[src/rtl/load_store_unit.sv]
// load_store_unit: memory-stage block that runs one load or store at a time
// against a request/grant + response-valid data memory port.
// Optional build macro LSU_MISALIGN_TRAP_EN: misaligned H/W accesses complete
// immediately with misalign_o=1 and never reach the memory.
module load_store_unit #(
    parameter int AWIDTH = 32
) (
    input  logic              clk,
    input  logic              reset,
    input  logic              ex_valid_i,
    output logic              ex_ready_o,
    input  logic [AWIDTH-1:0] addr_i,
    input  logic [31:0]       wdata_i,
    input  logic [2:0]        funct3_i,
    input  logic              memread_i,
    input  logic              memwrite_i,
    output logic              mem_req_o,
    output logic              mem_we_o,
    output logic [AWIDTH-1:0] mem_addr_o,
    output logic [31:0]       mem_wdata_o,
    output logic [3:0]        mem_wstrb_o,
    input  logic              mem_gnt_i,
    input  logic              mem_rvalid_i,
    input  logic [31:0]       mem_rdata_i,
    output logic              done_o,
    output logic [31:0]       load_data_o,
    output logic              misalign_o
);

    typedef enum logic [1:0] {S_IDLE, S_REQ, S_WAIT, S_DONE} state_t;
    typedef enum logic [1:0] {SZ_B, SZ_H, SZ_W} size_t;

    // funct3[1:0] alone gives the access size; 011/110/111 fall into word.
    function automatic size_t size_of(input logic [2:0] f);
        case (f[1:0])
            2'b00:   return SZ_B;
            2'b01:   return SZ_H;
            default: return SZ_W;
        endcase
    endfunction

    state_t            state, state_next;
    logic [AWIDTH-1:0] addr_q;
    logic [2:0]        funct3_q;
    logic              we_q;
    logic [31:0]       wdata_q;
    logic [3:0]        wstrb_q;
    logic [31:0]       load_q;

    logic        accept;
    logic [31:0] lane_wdata;
    logic [3:0]  lane_wstrb;
    logic [7:0]  rd_byte;
    logic [15:0] rd_half;
    logic [31:0] rd_ext;

    assign accept = ex_valid_i && (state == S_IDLE) && (memread_i || memwrite_i);

`ifdef LSU_MISALIGN_TRAP_EN
    logic misalign_q;
    logic misaligned_in;

    assign misaligned_in = ((size_of(funct3_i) == SZ_H) && addr_i[0]) ||
                           ((size_of(funct3_i) == SZ_W) && (addr_i[1:0] != 2'b00));
    assign misalign_o    = misalign_q;
`else
    assign misalign_o    = 1'b0;
`endif

    // Position store data and byte enables on the lanes picked by the address.
    always_comb begin
        // NOTE: every output of a combinational block gets a default first so no latch is inferred.
        lane_wdata = wdata_i;
        lane_wstrb = 4'b1111;
        case (size_of(funct3_i))
            SZ_B: begin
                lane_wdata = {4{wdata_i[7:0]}};
                lane_wstrb = 4'b0001 << addr_i[1:0];
            end
            SZ_H: begin
                lane_wdata = {2{wdata_i[15:0]}};
                lane_wstrb = 4'b0011 << {addr_i[1], 1'b0};
            end
            default: ;
        endcase
    end

    // Pull the addressed byte/half out of the read word and extend it.
    always_comb begin
        rd_byte = mem_rdata_i[7:0];
        case (addr_q[1:0])
            2'd1:    rd_byte = mem_rdata_i[15:8];
            2'd2:    rd_byte = mem_rdata_i[23:16];
            2'd3:    rd_byte = mem_rdata_i[31:24];
            default: ;
        endcase
        rd_half = addr_q[1] ? mem_rdata_i[31:16] : mem_rdata_i[15:0];
        case (size_of(funct3_q))
            SZ_B:    rd_ext = {{24{~funct3_q[2] & rd_byte[7]}}, rd_byte};
            SZ_H:    rd_ext = {{16{~funct3_q[2] & rd_half[15]}}, rd_half};
            default: rd_ext = mem_rdata_i;
        endcase
    end

    // Next-state logic for the one-access-at-a-time handshake.
    always_comb begin
        state_next = state;
        case (state)
            S_IDLE: begin
                if (accept) begin
`ifdef LSU_MISALIGN_TRAP_EN
                    state_next = misaligned_in ? S_DONE : S_REQ;
`else
                    state_next = S_REQ;
`endif
                end
            end
            S_REQ:   if (mem_gnt_i) state_next = we_q ? S_DONE : S_WAIT;
            S_WAIT:  if (mem_rvalid_i) state_next = S_DONE;
            S_DONE:  state_next = S_IDLE;
            default: state_next = S_IDLE;
        endcase
    end

    // State register; synchronous reset abandons any access in flight.
    always_ff @(posedge clk) begin
        // NOTE: sequential state uses non-blocking assignments so every register samples pre-edge values.
        if (reset) state <= S_IDLE;
        else       state <= state_next;
    end

    // Capture the operation on accept and the load result on rvalid.
    always_ff @(posedge clk) begin
        if (reset) begin
            addr_q   <= '0;
            funct3_q <= '0;
            we_q     <= 1'b0;
            wdata_q  <= '0;
            wstrb_q  <= '0;
            load_q   <= '0;
        end else begin
            if (accept) begin
                addr_q   <= addr_i;
                funct3_q <= funct3_i;
                we_q     <= memwrite_i;
                wdata_q  <= lane_wdata;
                wstrb_q  <= lane_wstrb;
`ifdef LSU_MISALIGN_TRAP_EN
                if (misaligned_in) load_q <= '0;
`endif
            end
            if (state == S_REQ && mem_gnt_i && we_q) load_q <= '0;
            if (state == S_WAIT && mem_rvalid_i)     load_q <= rd_ext;
        end
    end

`ifdef LSU_MISALIGN_TRAP_EN
    // Misalignment flag is decided at accept and held until the next accept.
    always_ff @(posedge clk) begin
        if (reset)       misalign_q <= 1'b0;
        else if (accept) misalign_q <= misaligned_in;
    end
`endif

    assign ex_ready_o  = (state == S_IDLE);
    assign mem_req_o   = (state == S_REQ);
    assign done_o      = (state == S_DONE);
    assign mem_we_o    = we_q;
    assign mem_addr_o  = {addr_q[AWIDTH-1:2], 2'b00};
    assign mem_wdata_o = wdata_q;
    assign mem_wstrb_o = wstrb_q;
    assign load_data_o = load_q;

endmodule

[config.mk]
export PLATFORM = sky130hd
export DESIGN_NAME = load_store_unit
export DESIGN_NICKNAME = d
export VERILOG_FILES = /design/src/rtl/load_store_unit.sv
export SDC_FILE = /design/constraint.sdc
export NUM_CORES = 1
export LEC_CHECK = 0
export CAP_MARGIN = 25
export CORE_ASPECT_RATIO = 1.2
export CORE_UTILIZATION = 46
export CTS_CLUSTER_SIZE = 20
export DETAILED_ROUTE_END_ITERATION = 6
export PLACE_DENSITY = 0.86
export SKIP_CTS_REPAIR_TIMING = 1
export SYNTH_ARGS = -nofsm -noshare
export SYNTH_HDL_FRONTEND = slang
export SYNTH_SLANG_ARGS = --single-unit
[constraint.sdc]
create_clock -name clk -period 3.3 [get_ports clk]
set_input_delay 0.495 -clock clk [delete_from_list [all_inputs] [get_ports clk]]
set_output_delay 0.495 -clock clk [all_outputs]
set_load 0.005 [all_outputs]
==> results of run 1 <==
## worst max-delay path: cells and delay by family (launching register included)
| kind | cells | cell delay [ns] |
|---|---|---|
| flip-flops | 1 | 0.34 |
| adder cells (fa/ha/maj) | 1 | 0.41 |
| buffers and inverters | 2 | 0.71 |
## routing by layer
| layer | up-vias | GRT usage |
|---|---|---|
| met5 | - | 0 |
| met4 | 0 | 0.1224 |
| met3 | 35 | 0.09127 |
| met2 | 232 | 0.4714 |
| met1 | 2257 | 0.2930 |
| li1 | 2361 | - |
## final cells by class
cell class | instances | share of cell area
Inverter | 8 | 0.004245
Sequential cell | 106 | 0.3000
Multi-Input combinational cell | 420 | 0.3261
Timing Repair Buffer | 219 | 0.3049
Clock inverter | 7 | 0.01061
Clock buffer | 9 | 0.03184
Tap cell | 126 | 0.02229
## through the flow
step	instances	total power, mW	hold slack, ns
2_1_floorplan	612	2.456	0.4367
3_3_place_gp	879	3.070	0.4337
3_5_place_dp	879	3.138	0.4462
4_1_cts	895	4.235	0.4554
5_1_grt	895	4.457	0.4760
6_report	895	4.219	0.4560
## power by group through the flow
stage | combinational, mW | clock, mW | sequential [mW]
after CTS | 1.50 | 1.12 | 1.62
after detailed placement | 1.49 | 0 | 1.65
final | 1.50 | 1.10 | 1.62
after global routing | 1.64 | 1.17 | 1.64
after floorplan | 0.828 | 0 | 1.63
after global placement | 1.44 | 0 | 1.63
## state kept, by name, indices dropped and copies added, names as in the netlist
name,flops
addr_q,32
funct3_q,3
load_data_o,32
mem_wdata_o,32
mem_we_o,1
mem_wstrb_o,4
state,2
## cells by family (layout without fill, tap and decap cells)
| group | after synthesis | in the layout |
|---|---|---|
| other cells | 1 | 3 |
| mux | 32 | 32 |
| simple gates | 206 | 206 |
| buf+inv | 86 | 243 |
| fa+ha+maj | 4 | 4 |
| flops | 106 | 106 |
| compound gates | 175 | 175 |
## cells in the final DEF, fill, tap and decap left out, types with 2 or more instances in the layout
| cell type | n |
|---|---|
| a32o_1 | 9 |
| o21ai_0 | 53 |
| inv_1 | 8 |
| a21oi_1 | 77 |
| nand2b_1 | 18 |
| mux2_2 | 8 |
| inv_6 | 3 |
| dfxtp_1 | 106 |
| nor2b_1 | 8 |
| clkbuf_16 | 9 |
| a32oi_1 | 2 |
| mux2i_1 | 23 |
| buf_4 | 12 |
| nor3_1 | 5 |
| nand2_1 | 142 |
| clkinv_2 | 2 |
| nand3_1 | 2 |
| nor2_1 | 29 |
| o211ai_1 | 2 |
| o21ai_1 | 2 |
| ha_1 | 4 |
| conb_1 | 3 |
| a311oi_1 | 10 |
| clkdlybuf4s50_1 | 206 |
| a221oi_1 | 3 |
| a211oi_1 | 9 |
## path summary, 6_finish.rpt
path | start | endpoint | slack [ns] | depth (start not counted)
setup reg to reg | state[0] | mem_wdata_o[20] | 1.13 | 6
setup / recovery | state[0] | ex_ready_o | 1.01 | 3
hold reg to reg | addr_q[31] | addr_q[31] | 0.46 | 2
hold / removal | addr_q[31] | addr_q[31] | 0.46 | 2
==> results.sh, run 1 <==
export IMPL_core_area_um2=10160
export IMPL_grt_max_degree=58
export IMPL_antenna_cells=0
export IMPL_fin_ws_ns=1.014
export IMPL_synth_top_family_by_area="compound AO/OA/AOI/OAI gates"
export IMPL_clock_sinks=106
export IMPL_critPathCaptureType="primary output"
export IMPL_detail_route_wirelength_um=14850
export IMPL_powerDensity_nw_per_um2=596.4
export IMPL_synthArstFlopShare=0
export IMPL_yosys_warnings=0
export IMPL_worstSetupPathType="flop to primary output"
export IMPL_layout_drive_gt1_share=0.05332
export IMPL_synth_cells=610
export IMPL_hpwl_um=10810
export IMPL_setup_viol=0
export IMPL_wl_met1_um=5478
export IMPL_drtIter0Drc=240
export IMPL_synthFlopType="dfxtp_1"
export IMPL_fin_setup_tns_ns=0
export IMPL_vdd_drop_max_uv=356.9
export IMPL_synth_xor_area_frac=0
export IMPL_dieWidth_um=95.96
export IMPL_grt_total_usage=0.2702
export IMPL_worstPathCellList="inv_1 -> ha_1 -> clkdlybuf4s50_1"
export IMPL_p_sw_mw=1.382
export IMPL_antenna_found_initial=0
export IMPL_required_ns=2.80
export IMPL_synth_most_common_cell="nand2_1"
export IMPL_max_freq_mhz=437.4
export IMPL_intPower_mw=2.837
export IMPL_worstPathMaxFanout=8
export IMPL_synth_area_leaders="dfxtp_1 (44%), nand2_1 (11%), a21oi_1 (7.9%)"
export IMPL_outcome="complete, no violations"
export IMPL_crit_slowest_cell="clkdlybuf4s50_1"
export IMPL_synth_distinct_cells=37
export IMPL_skew_ns=0.007382
export IMPL_highest_layer="met4"
export IMPL_min_delay_path_class="flop to flop"
export IMPL_gp_congestion=0.8314
export IMPL_total_leakage_power_nw=2.623
export IMPL_vias=4885
export IMPL_dr_wl_met3_um=1453
export IMPL_synth_area_um2=4873
export IMPL_syn_to_final_growth_pct=45.16
export IMPL_worst_slew_pin_slew_ns=0.6434
export IMPL_grt_first_pass_wirelength_um=22910
export IMPL_ys_seq_elements=106
export IMPL_hold_viol=0
export IMPL_cts_tree="built"
export IMPL_vias_per_cell=5.458
export IMPL_seq_power_share=0.384
export IMPL_cp_start_kind="flop"
export IMPL_synth_avg_cell_area_um2=7.989
export IMPL_synthSimpleGateAreaFrac=0.1751
export IMPL_firstDrtPassIters=5
export IMPL_grt_pass1_vias=4764
export IMPL_multi_input_comb_area_um2=2307
export IMPL_fin_util=0.6963
export IMPL_yosysSeqAreaShare=0.4354
export IMPL_rsz0062_at_grt="false"
export IMPL_htreeDepth=3
export IMPL_finalCritPeriodShare=0.6928
export IMPL_clockBufferDepth=2
export IMPL_max_slew_margin=0.5695
export IMPL_start_util=0.4797
export IMPL_synth_top_area_share=0.4354
export IMPL_max_cap_viol_count=0
export IMPL_synth_compound_area_frac=0.2151
export IMPL_portBuffers=207
export IMPL_routedWlPerCell_um=16.59
export IMPL_yosys_area_share_adder=0.01027
export IMPL_numCtsBuffers=9
export IMPL_grt_ovfl_total=0
export IMPL_finalMaxSlewViolations=0
export IMPL_cp_slowest_stage_delay_ns=0.58
export IMPL_rows=40
export IMPL_clkPwrFrac=0.260
export IMPL_layout_nets=874
export IMPL_cp_arrival_ns=1.79
export IMPL_ioPinCount=211
export IMPL_insertion_delay_ns=0.34
export IMPL_nFillCells=811
export IMPL_drc=0
export IMPL_cts_root_buf="clkbuf_16"
export IMPL_fin_area_um2=7074
export IMPL_synth_edf_count=0
export IMPL_die_y_um=114.8
export IMPL_synthMuxAreaShare=0.06804
export IMPL_dieArea_um2=11010
export IMPL_ant_nets=0
export IMPL_p_sw_frac=0.3276
export IMPL_period_minus_slack_ns=2.286
export IMPL_synth_common_cells="nand2_1 (142), dfxtp_1 (106), a21oi_1 (77), o21ai_0 (53), buf_4 (34)"
export IMPL_ff_latch_area_um2=2122
export IMPL_wl_met2_um=7468
export IMPL_dpl_instance_area_um2=6774
export IMPL_preCtsSetupSlack_ns=0.9218
export IMPL_yosysTopAreaCell="dfxtp_1"
export IMPL_clk_pin_slew_ns=0.08
export IMPL_combPwrFrac=0.356
No activity file was read; power rests on OpenSTA's default activity.
==> inputs of run 2 (changes only) <==
--- a/config.mk
+++ b/config.mk
@@ -7,10 +7,10 @@
 export LEC_CHECK = 0
 export CAP_MARGIN = 25
 export CORE_ASPECT_RATIO = 1.2
-export CORE_UTILIZATION = 46
+export CORE_UTILIZATION = 43
 export CTS_CLUSTER_SIZE = 20
 export DETAILED_ROUTE_END_ITERATION = 6
-export PLACE_DENSITY = 0.86
+export PLACE_DENSITY = 0.81
 export SKIP_CTS_REPAIR_TIMING = 1
 export SYNTH_ARGS = -nofsm -noshare
 export SYNTH_HDL_FRONTEND = slang
==> constraint.sdc (replaced) <==
create_clock -name clk -period 2.14 [get_ports clk]
set_input_delay 0.321 -clock clk [delete_from_list [all_inputs] [get_ports clk]]
set_output_delay 0.321 -clock clk [all_outputs]
set_load 0.005 [all_outputs]
==> run 2 against run 1 <==
  * Die area rose by 6.8%
  * Register-to-register slack lost 0.89 ns
  * Sequential share of layout area decreased by 0.13 points
  * Clock power rose by 35%
  * Global-route usage down 2.8 points
  * Hold slack worse by 0.073 ns
  * First-iteration DRC count is 25% lower
  * Clock-buffer cell count is 3 higher
  * Critical endpoint unchanged
  * Largest power group unchanged
==> results.sh, run 2 (synthesized netlist as in run 1, its figures left out) <==
export IMPL_outcome="complete, no violations"
export IMPL_hold_viol=0
export IMPL_cts_root_buf="clkbuf_16"
export IMPL_combPwrFrac=0.371
export IMPL_portBuffers=207
export IMPL_cts_tree="built"
export IMPL_antenna_found_initial=0
export IMPL_grt_first_pass_wirelength_um=22640
export IMPL_dieArea_um2=11770
export IMPL_drtIter0Drc=179
export IMPL_max_freq_mhz=502.9
export IMPL_ioPinCount=211
export IMPL_clockBufferDepth=2
export IMPL_syn_to_final_growth_pct=45.80
export IMPL_period_minus_slack_ns=1.989
export IMPL_rows=42
export IMPL_final_common_cell="clkdlybuf4s50_1"
export IMPL_die_y_um=118.6
export IMPL_grt_max_degree=53
export IMPL_drc=0
export IMPL_vias=4854
export IMPL_min_delay_path_class="input port to flop"
export IMPL_clock_sinks=106
export IMPL_seq_power_share=0.394
export IMPL_final_cell_mix="clkdlybuf4s50_1 (206), nand2_1 (142), dfxtp_1 (106), a21oi_1 (77), o21ai_0 (53)"
export IMPL_p_sw_mw=2.047
export IMPL_hpwl_um=10540
export IMPL_rsz0062_at_grt="false"
export IMPL_routedWlPerCell_um=15.83
export IMPL_dieWidth_um=99.19
export IMPL_grt_pass1_vias=4692
export IMPL_setup_viol=0
export IMPL_critPathCaptureType="primary output"
export IMPL_layout_drive_gt1_share=0.06049
export IMPL_firstDrtPassIters=4
export IMPL_worstSetupPathType="flop to primary output"
export IMPL_vias_per_cell=5.340
export IMPL_vdd_drop_max_uv=432.1
export IMPL_max_slew_margin=0.6250
export IMPL_total_leakage_power_nw=2.639
export IMPL_start_util=0.4416
export IMPL_fin_setup_tns_ns=0
export IMPL_htreeDepth=3
export IMPL_finalMaxSlewViolations=0
export IMPL_cp_start_kind="flop"
export IMPL_finalCritPeriodShare=0.9293
export IMPL_grt_ovfl_total=0
export IMPL_insertion_delay_ns=0.34
export IMPL_detail_route_wirelength_um=14390
export IMPL_skew_ns=0.008089
export IMPL_numCtsBuffers=9
export IMPL_grt_total_usage=0.2427
export IMPL_p_sw_frac=0.3222
export IMPL_ant_nets=0
export IMPL_core_area_um2=11040
export IMPL_worst_slew_pin_slew_ns=0.5625
export IMPL_intPower_mw=4.308
export IMPL_layout_nets=883
export IMPL_required_ns=1.82
export IMPL_gp_congestion=0.8561
export IMPL_antenna_cells=0
export IMPL_clk_pin_slew_ns=0.07
export IMPL_clkPwrFrac=0.235
export IMPL_cp_arrival_ns=1.67
export IMPL_p_total_mw=6.355
export IMPL_worstPathMaxFanout=8
export IMPL_max_cap_viol_count=0
export IMPL_powerDensity_nw_per_um2=894.4
run 2: cell types whose count changed in the layout (fill, tap and decap cells not counted), sizes merged:
| cell | delta |
|---|---|
| buf | +9 |
| clkbuf | +3 |
| inv | -3 |
| bufinv | -1 |
| clkinv | -1 |
| clkinvlp | +1 |
run 2: layer usage:
| metal | GRT usage | vias to the layer above | wire (um) |
|---|---|---|---|
| met5 | 0 | - | 0 |
| met4 | 0.1287 | 0 | 564 |
| met3 | 0.06268 | 37 | 1045 |
| met2 | 0.4122 | 206 | 7129 |
| met1 | 0.2777 | 2239 | 5651 |
| li1 | - | 2372 | - |
run 2: path summary, 6_finish.rpt:
kind         startpoint         endpoint  slack (ns)  depth (start not counted)
max            state[0]       ex_ready_o        0.15                          3
min               reset       addr_q[10]        0.38                          2
max reg2reg    state[0]  mem_wdata_o[20]        0.24                          6
min reg2reg  addr_q[18]       addr_q[18]        0.45                          2
run 2: critical path, cell delays in order, from the launching register on:
cell,delay (ns)
dfxtp_1,0.33
inv_1,0.13
ha_2,0.32
clkdlybuf4s50_1,0.56
run 2: cell type report:
type	count	area, um^2
Clock buffer	12	236.5
Fill cell	927	3930
Timing Repair Buffer	228	2225
Sequential cell	106	2122
Clock inverter	3	17.52
Inverter	8	30.03
Tap cell	132	165.2
Multi-Input combinational cell	420	2310
run 2: power groups by stage:
stage | registers (mW) | clock network [mW] | logic (mW)
after floorplan | 2.51 | 0 | 1.28
after global placement | 2.53 | 0 | 2.29
after detailed placement | 2.54 | 0 | 2.35
after CTS | 2.51 | 1.53 | 2.36
after global routing | 2.55 | 1.59 | 2.58
final | 2.50 | 1.49 | 2.36
run 2: through the flow:
stage                     utilization  cell area, um^2  std cells  setup slack (ns)  hold WS [ns]
final                          0.6439             7106        909            0.1513        0.3831
after global routing           0.6439             7106        909           0.09837        0.3740
after floorplan                     -             4881        612            0.3739        0.4339
after CTS                      0.6437             7103        909           0.02597        0.3682
after detailed placement       0.6206             6849        894           0.05448        0.4436
after global placement         0.6206             6849        894            0.1388        0.4317
